File: src/rtl/mem_xfer_pkg.sv
// Shared definitions for the memory transfer path: controller state encoding
// and default geometry used by both the write-side and the B readback controllers.
package mem_xfer_pkg;

  localparam int DEF_WORDS  = 4;
  localparam int DEF_DATA_W = 8;
  localparam int DEF_ADDR_W = 2;

  typedef enum logic [2:0] {
    IDLE = 3'd0,
    READ = 3'd1,
    LOAD = 3'd2,
    SEND = 3'd3,
    CSUM = 3'd4,
    FIN  = 3'd5
  } state_t;

endpackage

File: src/rtl/mem_b_out_stage.sv
// Output register for the readback stream: holds the presented word, its valid
// flag and its last-beat flag until the consumer accepts it.
module mem_b_out_stage
  import mem_xfer_pkg::*;
#(
  parameter int DATA_W = DEF_DATA_W
) (
  input  logic              clock,
  input  logic              Reset,
  input  logic              load,
  input  logic              last,
  input  logic [DATA_W-1:0] data,
  input  logic              accept,
  output logic [DATA_W-1:0] q_data,
  output logic              q_valid,
  output logic              q_last
);

  // A load wins over an accept on the same edge, so a new beat can follow an
  // accepted one back to back; the word itself is kept after acceptance.
  always_ff @(posedge clock) begin
    if (!Reset) begin
      q_data  <= '0;
      q_valid <= 1'b0;
      q_last  <= 1'b0;
    end else if (load) begin
      q_data  <= data;
      q_valid <= 1'b1;
      q_last  <= last;
    end else if (accept) begin
      q_valid <= 1'b0;
      q_last  <= 1'b0;
    end
  end

endmodule

File: src/rtl/mem_b_reader.sv
// Drains memory B from address 0 upward onto a valid/ready stream.
// Optional trailing XOR checksum beat when READBACK_CSUM_EN is defined.
module mem_b_reader
  import mem_xfer_pkg::*;
#(
  parameter int WORDS  = DEF_WORDS,
  parameter int DATA_W = DEF_DATA_W,
  parameter int ADDR_W = DEF_ADDR_W
) (
  input  logic              clock,
  input  logic              Reset,
  input  logic              Start,
  output logic              REB,
  output logic [ADDR_W-1:0] AddrB,
  input  logic [DATA_W-1:0] DataB,
  output logic [DATA_W-1:0] DOut,
  output logic              DValid,
  input  logic              DReady,
  output logic              DLast,
  output logic              Busy,
  output logic              Done,
  output state_t            fsm_state
);

  // Stream handshake: a beat transfers on a rising edge where DValid && DReady;
  // while DValid is high and DReady low, DOut and DLast do not change.

  localparam logic [ADDR_W-1:0] LAST_IDX = ADDR_W'(WORDS - 1);

  state_t            state;
  logic [ADDR_W-1:0] idx;
  logic              accept;
  logic              last_idx;
  logic              stage_load;
  logic              stage_last;
  logic [DATA_W-1:0] stage_data;

`ifdef READBACK_CSUM_EN
  logic [DATA_W-1:0] csum;
`endif

  assign accept    = DValid && DReady;
  assign last_idx  = (idx == LAST_IDX);
  assign fsm_state = state;

  always_comb begin
    stage_load = 1'b0;
    stage_last = 1'b0;
    stage_data = DataB;
    if (state == LOAD) begin
      stage_load = 1'b1;
`ifndef READBACK_CSUM_EN
      stage_last = last_idx;
`endif
    end
`ifdef READBACK_CSUM_EN
    // The checksum beat is loaded on the edge that accepts the last data word.
    if (state == SEND && accept && last_idx) begin
      stage_load = 1'b1;
      stage_last = 1'b1;
      stage_data = csum;
    end
`endif
  end

  always_ff @(posedge clock) begin
    if (!Reset) begin
      state <= IDLE;
      idx   <= '0;
      REB   <= 1'b0;
      AddrB <= '0;
      Busy  <= 1'b0;
      Done  <= 1'b0;
`ifdef READBACK_CSUM_EN
      csum  <= '0;
`endif
    end else begin
      REB  <= 1'b0;
      Done <= 1'b0;
      case (state)
        IDLE: begin
          if (Start) begin
            state <= READ;
            idx   <= '0;
            REB   <= 1'b1;
            AddrB <= '0;
            Busy  <= 1'b1;
`ifdef READBACK_CSUM_EN
            csum  <= '0;
`endif
          end
        end
        READ: state <= LOAD;
        LOAD: begin
          state <= SEND;
`ifdef READBACK_CSUM_EN
          csum  <= csum ^ DataB;
`endif
        end
        SEND: begin
          if (accept) begin
            if (last_idx) begin
`ifdef READBACK_CSUM_EN
              state <= CSUM;
`else
              state <= FIN;
              Done  <= 1'b1;
`endif
            end else begin
              idx   <= idx + 1'b1;
              state <= READ;
              REB   <= 1'b1;
              AddrB <= idx + 1'b1;
            end
          end
        end
        CSUM: begin
          if (accept) begin
            state <= FIN;
            Done  <= 1'b1;
          end
        end
        FIN: begin
          state <= IDLE;
          Busy  <= 1'b0;
        end
        default: begin
          state <= IDLE;
          Busy  <= 1'b0;
        end
      endcase
    end
  end

  mem_b_out_stage #(
    .DATA_W(DATA_W)
  ) u_out_stage (
    .clock  (clock),
    .Reset  (Reset),
    .load   (stage_load),
    .last   (stage_last),
    .data   (stage_data),
    .accept (accept),
    .q_data (DOut),
    .q_valid(DValid),
    .q_last (DLast)
  );

endmodule

File: config.mk
export PLATFORM = sky130hd
export DESIGN_NAME = mem_b_reader
export DESIGN_NICKNAME = d
export VERILOG_FILES = /design/src/rtl/mem_xfer_pkg.sv /design/src/rtl/mem_b_out_stage.sv /design/src/rtl/mem_b_reader.sv
export SDC_FILE = /design/constraint.sdc
export NUM_CORES = 1
export LEC_CHECK = 0
export BUFFER_PORTS_ARGS = -buffer_cell sky130_fd_sc_hd__buf_2
export CELL_PAD_IN_SITES_DETAIL_PLACEMENT = 0
export CELL_PAD_IN_SITES_GLOBAL_PLACEMENT = 2
export CORE_ASPECT_RATIO = 0.5
export CORE_MARGIN = 8
export CORE_UTILIZATION = 24
export CTS_CLUSTER_SIZE = 12
export DETAILED_ROUTE_END_ITERATION = 10
export PLACE_DENSITY_LB_ADDON = 0.1
export SLEW_MARGIN = 15
export SYNTH_ARGS = -nofsm -noshare
export SYNTH_HDL_FRONTEND = slang
export SYNTH_HIERARCHICAL = 1
export SYNTH_SLANG_ARGS = --single-unit
File: constraint.sdc
create_clock -name clock -period 1.2 [get_ports clock]
set_input_delay 0.12 -clock clock [delete_from_list [all_inputs] [get_ports clock]]
set_output_delay 0.12 -clock clock [all_outputs]
set_load 0.005 [all_outputs]
# After elaboration in Yosys (flattened, before gate mapping)
# Index checks and enable logic that the tools add are counted.
[totals] out_inout_bits=18 ff_bits=18 input_bits=12
[classes] n_eq_ne=9 add_sub_neg=1 bitwise=1 n_reduce_logical=8 n_mux=24
[op_table] op="3-bit case mux with 5 select lines" n=1
[op_table] op="1-bit two-way mux" n=12
[op_table] op="3-bit two-way mux" n=4
[op_table] op="2-bit inequality test, second input constant" n=4
[op_table] op="3-bit by 2-bit equality test with 1-bit output, second input constant" n=2
[op_table] op="2-bit two-way mux" n=3
[op_table] op="1-bit case mux with 2 select lines" n=3
[op_table] op="2-bit case mux with 2 select lines" n=1
[op_table] op="4-bit AND reduction" n=1
[op_table] op="2-bit nonzero test" n=2
[op_table] op="4-bit OR reduction" n=1
[op_table] op="3-bit by 1-bit equality test with 1-bit output, second input constant" n=1
[op_table] op="3-bit equality test, second input constant" n=1
[op_table] op="3-bit logical NOT" n=1
[op_table] op="3-bit AND reduction" n=1
[op_table] op="2-bit by 1-bit adder with 2-bit output, second input constant" n=1
[op_table] op="2-bit equality test, second input constant" n=1
[op_table] op="2-bit AND reduction" n=1
[op_table] op="1-bit logical AND" n=1
[op_table] op="1-bit NOT" n=1

# Depth between registers and ports, before layout
# Gate-level depths: netlist of the first run.
[depth] depth_word=4 depth_mapped=4 mapped_depth_nobuf=4

# Modules after synthesis
# The synthesis of the first run kept the hierarchy.
[by_module_without_submodules] mod="mem_b_reader" n_inst=1 seq_area_each_um2=160.2 cells_per_inst=42 area_per_inst_um2=385.4
[by_module_without_submodules] mod="mem_b_out_stage" n_inst=1 seq_area_each_um2=200.2 cells_per_inst=32 area_per_inst_um2=377.9

# Least setup slack after synthesis of the first run
# OpenSTA, ideal clock, no wires.
[synth_path] kind="register to register" from="register state[1] (netlist: fsm_state[1])" to="register u_out_stage.q_data[0]" period_less_slack_ps=1288 setup_ps=116 arrival_time_ps=1172 stages_incl_launch_ff=5 required_ps=1084 path_slack_ps=-88 path_cell_list="dfxtp_1 nor3b_1 buf_6 mux2i_1 nor2b_1"
[synth_between] elab_chain_len=2
[synth_lines] element="from (decl)" line="mem_b_reader.sv:30" rtl="state_t state;"
[synth_lines] element="from (signal assigned)" line="mem_b_reader.sv:68" rtl="state <= IDLE;"
[synth_lines] element="from (signal assigned)" line="mem_b_reader.sv:83" rtl="state <= READ;"
[synth_lines] element="from (signal assigned)" line="mem_b_reader.sv:93" rtl="READ: state <= LOAD;"
[synth_lines] element="3-bit by 2-bit equality test with 1-bit output" line="mem_b_reader.sv:50" rtl="if (state == LOAD) begin"
[synth_lines] element="1-bit two-way mux" line="mem_b_reader.sv:50"
[synth_lines] element="net stage_load" line="mem_b_reader.sv:34" rtl="logic stage_load;"
[synth_lines] element="to (signal assigned)" line="mem_b_out_stage.sv:27" rtl="q_data <= data;"
[synth_lines] element="to (decl)" line="mem_b_out_stage.sv:14" rtl="output logic [DATA_W-1:0] q_data,"
# The timed path passes the listed nets, and every way through them passes these cells.
# A chain may end at the register's enable or synchronous reset.

# Final worst setup path of the first run
[layout_path] from="register state[0] (netlist: fsm_state[0])" to="register REB"
[layout_between] elab_chain_len=2
[layout_lines] element="3-bit by 2-bit equality test with 1-bit output / 3-bit logical NOT (equally long branches)" line="mem_b_reader.sv:80" rtl="case (state)"
[layout_lines] element="1-bit case mux with 2 select lines (*)" line="mem_b_reader.sv:80"
[layout_lines] element="to (signal assigned)" line="mem_b_reader.sv:70" rtl="REB <= 1'b0;"
[layout_lines] element="to (signal assigned)" line="mem_b_reader.sv:78" rtl="REB <= 1'b0;"
[layout_lines] element="to (signal assigned)" line="mem_b_reader.sv:85" rtl="REB <= 1'b1;"
[layout_lines] element="to (decl)" line="mem_b_reader.sv:13" rtl="output logic REB,"
# Every way passes the cells marked *; elsewhere a longest branch is shown, timed or not.

==> summary.md, run 1 <==
| Metric | Value |
|---|---|
| Status | finished with violations |
| Failing checks | negative setup slack |
| Hold Fails Final Rpt | 0 |
| Layout area overhead | 50.33% |
| Worst-path cell chain | or4b_4, o31ai_4, and2_1 |
| Die width | 95.75 um |
| Worst hold path cell count | 3 |
| FMAX | 818.3 MHz |
| Worst reg2reg path endpoint | REB |
| Biggest area consumer among synthesized cells | dfxtp_1 |
| Pleak | around 0.00050 uW |
| Final HPWL DP | 1532 um |
| Max-slew violation count | 0 |
| Fin crit share | 1.018 |
| Antenna-violating nets left | 0 |
| Critical Path RT | 1400 ps |
| Worst vdd ir | 519.5 uV |
| Total gr overflow | 0 |
| Vias in the first global route | 727 |
| Post-synthesis register bit count | 18 |
| Clock Latency Late Sink | ~250 ps |
| Root buf cell | clkbuf_8 |
| Yosys top cell area share | 0.4721 |
| Vias post-DR | a little under 700 |
| DR WL/cell | 12.60 um |
| Antenna Cells | 0 |
| Htree depth | 1 |
| Clock Path Buffers | 2 |
| GR Util All Layers | 0.07601 |
| Port-buffer cells | 29 |
| Pre-CTS setup slack | -169.9 ps |
| Sum Neg Setup Slack | -30.70 ps |
| Worst R2R Setup Slack | -20 ps |
| Hold WC Path Type | input pin to register |
| CP endpoint kind | register |
| Worst slew margin | 0.7788 |
| Worst Skew | 2.842 ps |
| Syn Nets | 87 |
| CTS tree | built |
| Layout cells sized above 1 | 0.4828 |
| CP startpoint kind | register |
| Post-synth EDFFs | 0 |
| Die ar. | approximately 5400 sq um |
| Clk sink count | 18 |
| Post-synthesis sequential area ratio | 0.4721 |
| Cell Area, Synth | 763.2 sq um |
| Syn Inst Count | 74 |
| Hold endpoint | u_out_stage/q_data[3] |
| Pwr Density | 1178 nW/um^2 |
| Residual DRC count | 0 |
| Largest net degree at the start of global routing | 21 |
| Synth top area cells | dfxtp_1 (47%), mux2i_1 (13%), nor2b_1 (9.0%) |
| Synth cell count leaders | dfxtp_1 (18), nor2b_1 (11), mux2i_1 (10), nand2_1 (5) |
| Antenna violations before repair | 0 |
| Synth cell types | 29 |
| Max-capacitance violation count | 0 |
| Gpl congestion | 0.7545 |
| First-pass GRT wire length | 3194 um |
| Post-Syn Area per Cell | 10.31 sq um |
| Syn. warnings | 6 |
| DR iter-0 viols | 2 |
| CP arrival | 1420 ps |
| CTS clk-pin slew, worst paths | roughly 70 ps |
| Most used DFF post-synth | dfxtp_1 |
| # IOs | 30 |
| Total iterations of the first detailed-routing run | 4 |
| R2R cell count | 3 |
| Final setup viols | 3 |
| CTS buffer count | 3 |
| Kind of critical path | register to register |
| Slowest stage delay, CP | 580 ps |
| Area of the core | 3013 sq um |
| Via density | between 4 and 5 |
| Final hold slack | 127.4 ps |
| Die H | 55.88 um |
| Worst r2r src | fsm_state[0] |
| CP max stage cell | or4b_4 |
| Multi-input gate area | around 430 sq um |
| Worst-Margin Slew | 331.7 ps |
| Hold Crit Start | DataB[3] |
| Reg area | 369.1 sq um |
| Total Wirelength | 1966 um |
| Tmin final | 1222 ps |
| Final setup margin | -22.06 ps |
| # rows | 14 |
| Post-synth ARST share | 0 |
| Layout fillers | slightly above 300 |
| Initial core utilization | 0.2533 |
| RSZ-0062 raised after global routing | yes |
| Final net count | 130 |
| Count leader, synth | dfxtp_1 |
| Worst-path maximum fanout | 6 |
-- stage by stage --
stage	cell area [sq um]	utilization	total power, uW	instances
after global placement	1008	0.3347	840.5	149
after floorplan	768.2	-	761.2	74
after CTS	1099	0.3646	1365	155
after global routing	1147	0.3808	1435	156
final	1147	0.3808	1351	156
after detailed placement	1008	0.3347	846.9	149
-- sequential cells by signal, summed over array words and instances (netlist names) --
name	flops
REB	1
u_out_stage/q_data	8
Done	1
idx	2
u_out_stage/q_valid	1
fsm_state	3
u_out_stage/q_last	1
Busy	1
-- routing by layer --
layer  global-route usage  vias up  share of wire
met3              0.04845        0          0.079
met1              0.07302      315           0.42
met2               0.1379       20           0.50
li1                     -      340              -
met5                    0        -              0
met4             0.006508        0              0
-- how the worst max path moves through the flow --
stage / from / endpoint / slack, ps / depth (start not counted)
2_1_floorplan: fsm_state[1] / u_out_stage/q_data[0] / 10 / 4
6_report: fsm_state[0] / REB / -20 / 3
3_3_place_gp: fsm_state[1] / u_out_stage/q_data[7] / -90 / 4
4_1_cts: fsm_state[0] / u_out_stage/q_data[2] / -1 / 4
3_5_place_dp: fsm_state[1] / u_out_stage/q_data[2] / -170 / 4
5_1_grt: fsm_state[0] / u_out_stage/q_data[7] / -100 / 4
-- where the power goes --
group	switching (uW)	internal, uW	total [uW]
Sequential	21.4	628	649
Combinational	91.7	120	212
Clock	199	291	490
-- repair_timing --
action / 4_1_cts / 5_1_grt
hold buffers: 0 / 0
cloned: 0 / 0
pin swaps: 0 / 4
setup endpoints to repair: 12 / 14
gates resized for setup: 6 / 8
buffers inserted: 2 / 1
-- cell usage in the layout, fill, tap and decap left out, types with 2 or more instances in the layout --
| cell type | count |
|---|---|
| inv_1 | 2 |
| mux2i_1 | 10 |
| nor2b_1 | 11 |
| clkbuf_8 | 4 |
| dfxtp_1 | 15 |
| dfxtp_4 | 2 |
| buf_4 | 10 |
| and2_1 | 2 |
| buf_2 | 29 |
| a21boi_1 | 2 |
| nand3_2 | 2 |
| nand2_1 | 5 |
-- worst max-delay path, delay by kind of cell, from the launching register on --
| family | cells | cell delay [ps] |
|---|---|---|
| AO/OA/AOI/OAI | 1 | 70 |
| AND/OR/NAND/NOR | 2 | 720 |
| flip-flops | 1 | 370 |
-- logic make-up (layout without fill, tap and decap cells) --
kind of cell	after synthesis	in the layout	share of synthesized area
and+or+nand+nor	30	30	0.2475
DFF	18	18	0.4721
AOI/OAI and AO/OA	11	11	0.1033
muxes	10	10	0.1312
buffers and inverters	4	46	0.02951
adders and majority gates	1	1	0.01639
-- final cells by class --
cell class                      count  share of cell area
Multi-Input combinational cell     52              0.3784
Sequential cell                    18              0.3217
Clock buffer                        4             0.04798
Inverter                            2            0.006543
Timing Repair Buffer               40              0.2017
Tap cell                           40             0.04362
(Power assumes the default switching activity.)
==> inputs of run 2 (changes only) <==
--- a/config.mk
+++ b/config.mk
@@ -10,7 +10,8 @@
 export CELL_PAD_IN_SITES_GLOBAL_PLACEMENT = 2
 export CORE_ASPECT_RATIO = 0.5
 export CORE_MARGIN = 8
-export CORE_UTILIZATION = 24
+export CORE_UTILIZATION = 26
+export CTS_BUF_LIST = sky130_fd_sc_hd__clkbuf_8
 export CTS_CLUSTER_SIZE = 12
 export DETAILED_ROUTE_END_ITERATION = 10
 export PLACE_DENSITY_LB_ADDON = 0.1
==> run 2 against run 1 <==
Against the previous run: the flow now finishes without violations; routed wire length up 0.25%; sequential power about the same; sequential share of layout area up 1.0 points; total power down 1.5%; utilization down 0.12 points; register-to-register slack better by 70 ps; die area down 6.0%; clock power down 1%; worst setup slack better by 69 ps; combinational power down 7%; clock skew about the same; largest power group unchanged; highest routed layer is now met4.
==> summary.md, run 2 (synthesis gave the netlist of run 1 again) <==
| Metric | Value |
|---|---|
| Post-Layout Inst Area | approximately 1100 sq um |
| CTS clk-pin slew, worst paths | 70 ps |
| Hold WC Path Type | input pin to register |
| Pleak | 0.0004890 uW |
| RSZ-0062 raised after global routing | yes |
| Max FFs per register | 8 |
| Comb power frac | 0.149 |
| Max-capacitance violation count | 0 |
| Leading cell type in the layout, fill and taps excluded | buf_2 |
| Layout cells sized above 1 | 0.4513 |
| DR iter-0 viols | 10 |
| # rows | 14 |
| Die ar. | slightly above 5000 sq um |
| CP startpoint kind | register |
| Htree depth | 1 |
| FMAX | 867.0 MHz |
| Vias post-DR | 663 |
| Biggest register | u_out_stage/q_data |
| Total gr overflow | 0 |
| Clk pwr share | 0.364 |
| DR WL/cell | 12.88 um |
| Switching Fraction | 0.2265 |
| Clock Latency Late Sink | 250 ps |
| Psw | 301.5 uW |
| Port-buffer cells | 29 |
| Pwr Density | 1213 nW/um^2 |
| # IOs | 30 |
| CP endpoint kind | register |
| Clk sink count | 18 |
| Initial core utilization | 0.2641 |
| Sequential share of power | 0.487 |
| Final HPWL DP | about 1500 um |
| Final net count | 127 |
| Antenna violations before repair | 0 |
| Tmin final | 1153 ps |
| Area of the core | around 2900 sq um |
| Largest net degree at the start of global routing | 14 |
| Antenna Cells | 0 |
| Worst Skew | between 3 and 4 ps |
| Final setup margin | 46.66 ps |
| Worst-Margin Slew | around 250 ps |
| Vias in the first global route | 680 |
| Worst vdd ir | 416.8 uV |
| Clock Path Buffers | 2 |
| Die width | 92.62 um |
| CTS tree | built |
| Root buf cell | clkbuf_8 |
| CTS buffer count | 3 |
| Worst-path maximum fanout | 4 |
| CP arrival | 1290 ps |
| Layout area overhead | 43.77% |
| Total Wirelength | around 2000 um |
| First-pass GRT wire length | around 3000 um |
| Via density | 4.333 |
| Cell Area, Placed | 1021 sq um |
| Status | completed |
| GR Util All Layers | 0.07941 |
| Worst slew margin | 0.8316 |
| Kind of critical path | register to register |
| Fin crit share | 0.9611 |
| Critical Path RT | 1340 ps |
| Total iterations of the first detailed-routing run | 4 |
| Layout fillers | 301 |
| Layout Utilization | 0.3797 |
| Residual DRC count | 0 |
| Max-slew violation count | 0 |
| Hold Fails Final Rpt | 0 |
| Final setup viols | 0 |
| Commonest non-fill, non-tap cells in the layout | buf_2 (29), dfxtp_1 (15), nor2b_1 (11) |
| Antenna-violating nets left | 0 |
| Gpl congestion | approximately 0.68 |
| Die H | 54.31 um |
| P_int | 1030 uW |
| Pre-CTS setup slack | 44.36 ps |
-- run 2: cell types whose count changed in the layout (fill, tap and decap cells not counted), sizes merged --
cell	delta
buf	-3
-- run 2: path summary, 6_finish.rpt --
kind	start	end	slack (ps)	depth (start not counted)
setup / recovery	fsm_state[1]	idx[0]	50	3
setup reg to reg	fsm_state[1]	idx[0]	50	3
hold / removal	DataB[0]	u_out_stage/q_data[0]	130	3
hold reg to reg	Busy	Busy	480	2
-- run 2: per-layer routing --
| metal | share of wire | track usage | vias to the layer above |
|---|---|---|---|
| met4 | 0.0096 | 0.03166 | 0 |
| li1 | - | - | 340 |
| met2 | 0.44 | 0.1341 | 16 |
| met1 | 0.49 | 0.08905 | 305 |
| met3 | 0.062 | 0.03557 | 2 |
| met5 | 0 | 0 | - |
-- run 2: cell type report --
class | count | area (sq um) | share of cell area
Multi-Input combinational cell | 52 | 402.9 | 0.3672
Sequential cell | 18 | 364.1 | 0.3318
Timing Repair Buffer | 37 | 217.7 | 0.1984
Clock buffer | 4 | 55.05 | 0.05017
Tap cell | 40 | 50.05 | 0.04561
Inverter | 2 | 7.507 | 0.006842
-- run 2: worst max-delay path, cell delays in order, from the launching register on --
cell     delay, ps
dfxtp_2        340
or4b_4         550
nand3_1        100
mux2i_1         60
-- run 2: power by group through the flow --
stage / Combinational [uW] / Sequential, uW / Clock [uW]
floorplan: 95.1 / 666 / 0
global placement: 195 / 658 / 0
detailed placement: 195 / 659 / 0
CTS: 197 / 646 / 508
global route: 218 / 653 / 545
finish: 198 / 648 / 484
-- run 2: stage by stage --
stage / setup TNS (ps) / total power (uW) / instances / hold WS, ps
2_1_floorplan: 0 / 761.2 / 74 / 241.7
3_3_place_gp: 0 / 853.4 / 149 / 380.3
3_5_place_dp: 0 / 854.2 / 149 / 385.2
4_1_cts: 0 / 1350 / 153 / 125.0
5_1_grt: -16.69 / 1416 / 153 / 134.3
6_report: 0 / 1331 / 153 / 127.4
-- run 2: timing repair --
item	CTS	global route
hold buffers	0	0
endpoints found under the setup margin	0	9
setup buffers	0	0
gates resized for setup	0	7
==> inputs of run 3 (changes only) <==
--- a/config.mk
+++ b/config.mk
@@ -5,12 +5,13 @@
 export SDC_FILE = /design/constraint.sdc
 export NUM_CORES = 1
 export LEC_CHECK = 0
+export ABC_AREA = 1
 export BUFFER_PORTS_ARGS = -buffer_cell sky130_fd_sc_hd__buf_2
 export CELL_PAD_IN_SITES_DETAIL_PLACEMENT = 0
 export CELL_PAD_IN_SITES_GLOBAL_PLACEMENT = 2
 export CORE_ASPECT_RATIO = 0.5
 export CORE_MARGIN = 8
-export CORE_UTILIZATION = 26
+export CORE_UTILIZATION = 23
 export CTS_BUF_LIST = sky130_fd_sc_hd__clkbuf_8
 export CTS_CLUSTER_SIZE = 12
 export DETAILED_ROUTE_END_ITERATION = 10
==> run 3 against run 2 <==
Against the previous run: worst setup slack gained 76 ps; combinational power grew to 4.5 times the previous value; utilization fell by 3.9 points; critical path depth grew 3; cell count is 16% higher; die area increased by 7.8%; first-iteration DRC count decreased by 30%; sequential share of layout area up 1.9 points; clock-buffer cell count is the same; total power grew 74%; non-clock buffer count shrank 3; clock power increased by 3%.
==> summary.md, run 3 <==
| Metric | Value |
|---|---|
| Gpl congestion | approximately 0.65 |
| Sum Neg Setup Slack | 0 ps |
| Worst Skew | about 2.6 ps |
| Max-capacitance violation count | 0 |
| Layout fillers | 357 |
| Worst vdd ir | 569.8 uV |
| Count leader, synth | nor2_1 |
| CP max stage cell | dfxtp_2 |
| Yosys top cell area share | 0.4840 |
| Syn. warnings | 6 |
| Critical Path RT | 1360 ps |
| Kind of critical path | register to register |
| Port-buffer cells | 29 |
| Final net count | 151 |
| Total Wirelength | ~2000 um |
| # rows | 14 |
| Worst slew margin | 0.8142 |
| Htree depth | 1 |
| Post-synth EDFFs | 0 |
| Commonest non-fill, non-tap cells in the layout | buf_2 (29), nor2_1 (20), nand2_1 (17) |
| Via density | slightly above 4 |
| Clock Path Buffers | 2 |
| Post-Synth Simple-Gate Area | 0.3193 |
| Die ar. | 5424 sq um |
| GR Util All Layers | 0.08142 |
| Initial core utilization | 0.2443 |
| Antenna-violating nets left | 0 |
| Worst-Margin Slew | 278.7 ps |
| Biggest area consumer among synthesized cells | dfxtp_1 |
| DR WL/cell | 11.33 um |
| Post-Synth XOR/XNOR Area | 0 |
| Synth Area in Compound Gates | 0.1042 |
| Final HPWL DP | 1550 um |
| Pleak | around 0.00054 uW |
| CP startpoint kind | register |
| Final setup viols | 0 |
| Clk sink count | 18 |
| Adder-Cell Fraction of Synth Area | 0.01681 |
| Max FFs per register | 8 |
| Vias post-DR | 723 |
| Leading cell type in the layout, fill and taps excluded | buf_2 |
| Worst-path cell chain | ha_2, nor2_2, nand2_2, nand2_1, and2_1, nor2_1 |
| Die H | around 56 um |
| Synth cell types | 19 |
| Total iterations of the first detailed-routing run | 2 |
| Antenna violations before repair | 0 |
| Hold WC Path Type | input pin to register |
| Total gr overflow | 0 |
| Clock Latency Late Sink | approximately 250 ps |
| CTS tree | built |
| Syn Nets | approximately 110 |
| Hold Crit Start | DataB[0] |
| Status | completed |
| Tmin final | approximately 1100 ps |
| Hold-fix buffers at CTS | 0 |
| Post-synthesis sequential area ratio | 0.4840 |
| Fin crit share | 0.8980 |
| Root buf cell | clkbuf_8 |
| RSZ-0062 raised after global routing | no |
| FMAX | 928.0 MHz |
| Layout area overhead | 39.33% |
| Cell Area, Synth | 744.5 sq um |
| Largest net degree at the start of global routing | 17 |
| Mux contribution to synthesized area | 0 |
| Biggest register | u_out_stage/q_data |
| Hold Fails Final Rpt | 0 |
| Antenna Cells | 0 |
| Most used DFF post-synth | dfxtp_1 |
| Worst R2R Setup Slack | 120 ps |
| Worst r2r src | idx[0] |
| CTS clk-pin slew, worst paths | 70 ps |
| Post-Syn Area per Cell | 7.445 sq um |
| Synth top area cells | dfxtp_1 (48%), nor2_1 (11%), nand2_1 (8.6%) |
| Synth cell count leaders | nor2_1 (22), dfxtp_1 (18), nand2_1 (17), inv_1 (10), o21ai_0 (9) |
| Max-slew violation count | 0 |
| Residual DRC count | 0 |
| Setup bufs post-CTS | 0 |
| CP arrival | roughly 1200 ps |
| CTS buffer count | 3 |
| # IOs | 30 |
| CP endpoint kind | register |
| Post-synth ARST share | 0 |
| Area of the core | 3048 sq um |
| Slowest stage delay, CP | 340 ps |
| Vias in the first global route | 762 |
| Largest family of logic cells by synthesized area | simple AND/OR/NAND/NOR gates |
| Pwr Density | 2229 nW/um^2 |
| Worst-path maximum fanout | 4 |
| Post-synthesis register bit count | 18 |
| Syn Inst Count | 100 |
| CP startpoint | idx[0] |
| Total chip power | 2312 uW |
| Layout cells sized above 1 | 0.3796 |
| First-pass GRT wire length | about 3500 um |
| DR iter-0 viols | 7 |
| Die width | ~96 um |
==> run 3: logic make-up (layout without fill, tap and decap cells) <==
kind of cell               count (synthesis)  in the layout
and+or+nand+nor                           53             53
DFF                                       18             18
AOI/OAI and AO/OA                         15             15
buffers and inverters                     13             50
adders and majority gates                  1              1
==> run 3: critical path, delay by kind of cell (launching register included) <==
kind	cells	cell delay [ps]
adder cells (fa/ha/maj)	1	200
AND/OR/NAND/NOR	5	440
flip-flops	1	340
==> run 3: what timing repair did <==
action                                  4_1_cts  5_1_grt
endpoints found under the setup margin        7       12
pin swaps                                     0        0
resized for setup                             1        6
==> run 3: cell type report <==
| type | instances | area [sq um] | area share |
|---|---|---|---|
| Multi-Input combinational cell | 69 | 340.3 | 0.3281 |
| Sequential cell | 18 | 364.1 | 0.3510 |
| Tap cell | 40 | 50.05 | 0.04825 |
| Inverter | 12 | 45.04 | 0.04343 |
| Clock buffer | 4 | 55.05 | 0.05308 |
| Timing Repair Buffer | 34 | 182.7 | 0.1761 |
==> run 3: worst paths after layout <==
kind	cells past startpoint	endpoint
hold / removal	3	u_out_stage/q_data[0]
setup / recovery	6	idx[1]
setup reg to reg	6	idx[1]
hold reg to reg	2	Busy
==> run 3: routing by layer <==
| layer | part of all wire | track usage | wire, um |
|---|---|---|---|
| met1 | 0.48 | 0.09626 | 953 |
| met4 | 0.0035 | 0.01923 | 7 |
| met2 | 0.43 | 0.1197 | 859 |
| met5 | 0 | 0 | 0 |
| met3 | 0.092 | 0.05114 | 185 |
==> run 3: through the flow <==
step	hold WS [ps]	util	area, sq um	std cells	setup WS (ps)
global route	90.23	0.3403	1037	177	2.883
finish	83.98	0.3403	1037	177	122.4
CTS	77.28	0.3358	1023	177	30.99
global placement	342.3	0.3169	965.9	173	15.30
floorplan	240.4	-	744.5	100	89.94
detailed placement	348.8	0.3169	965.9	173	16.99
==> run 3: power breakdown <==
part | switching, uW | total, uW | internal [uW]
clock network | 207 | 498 | 292
registers | 129 | 929 | 800
logic | 494 | 884 | 390
total | 830 | 2310 | 1480
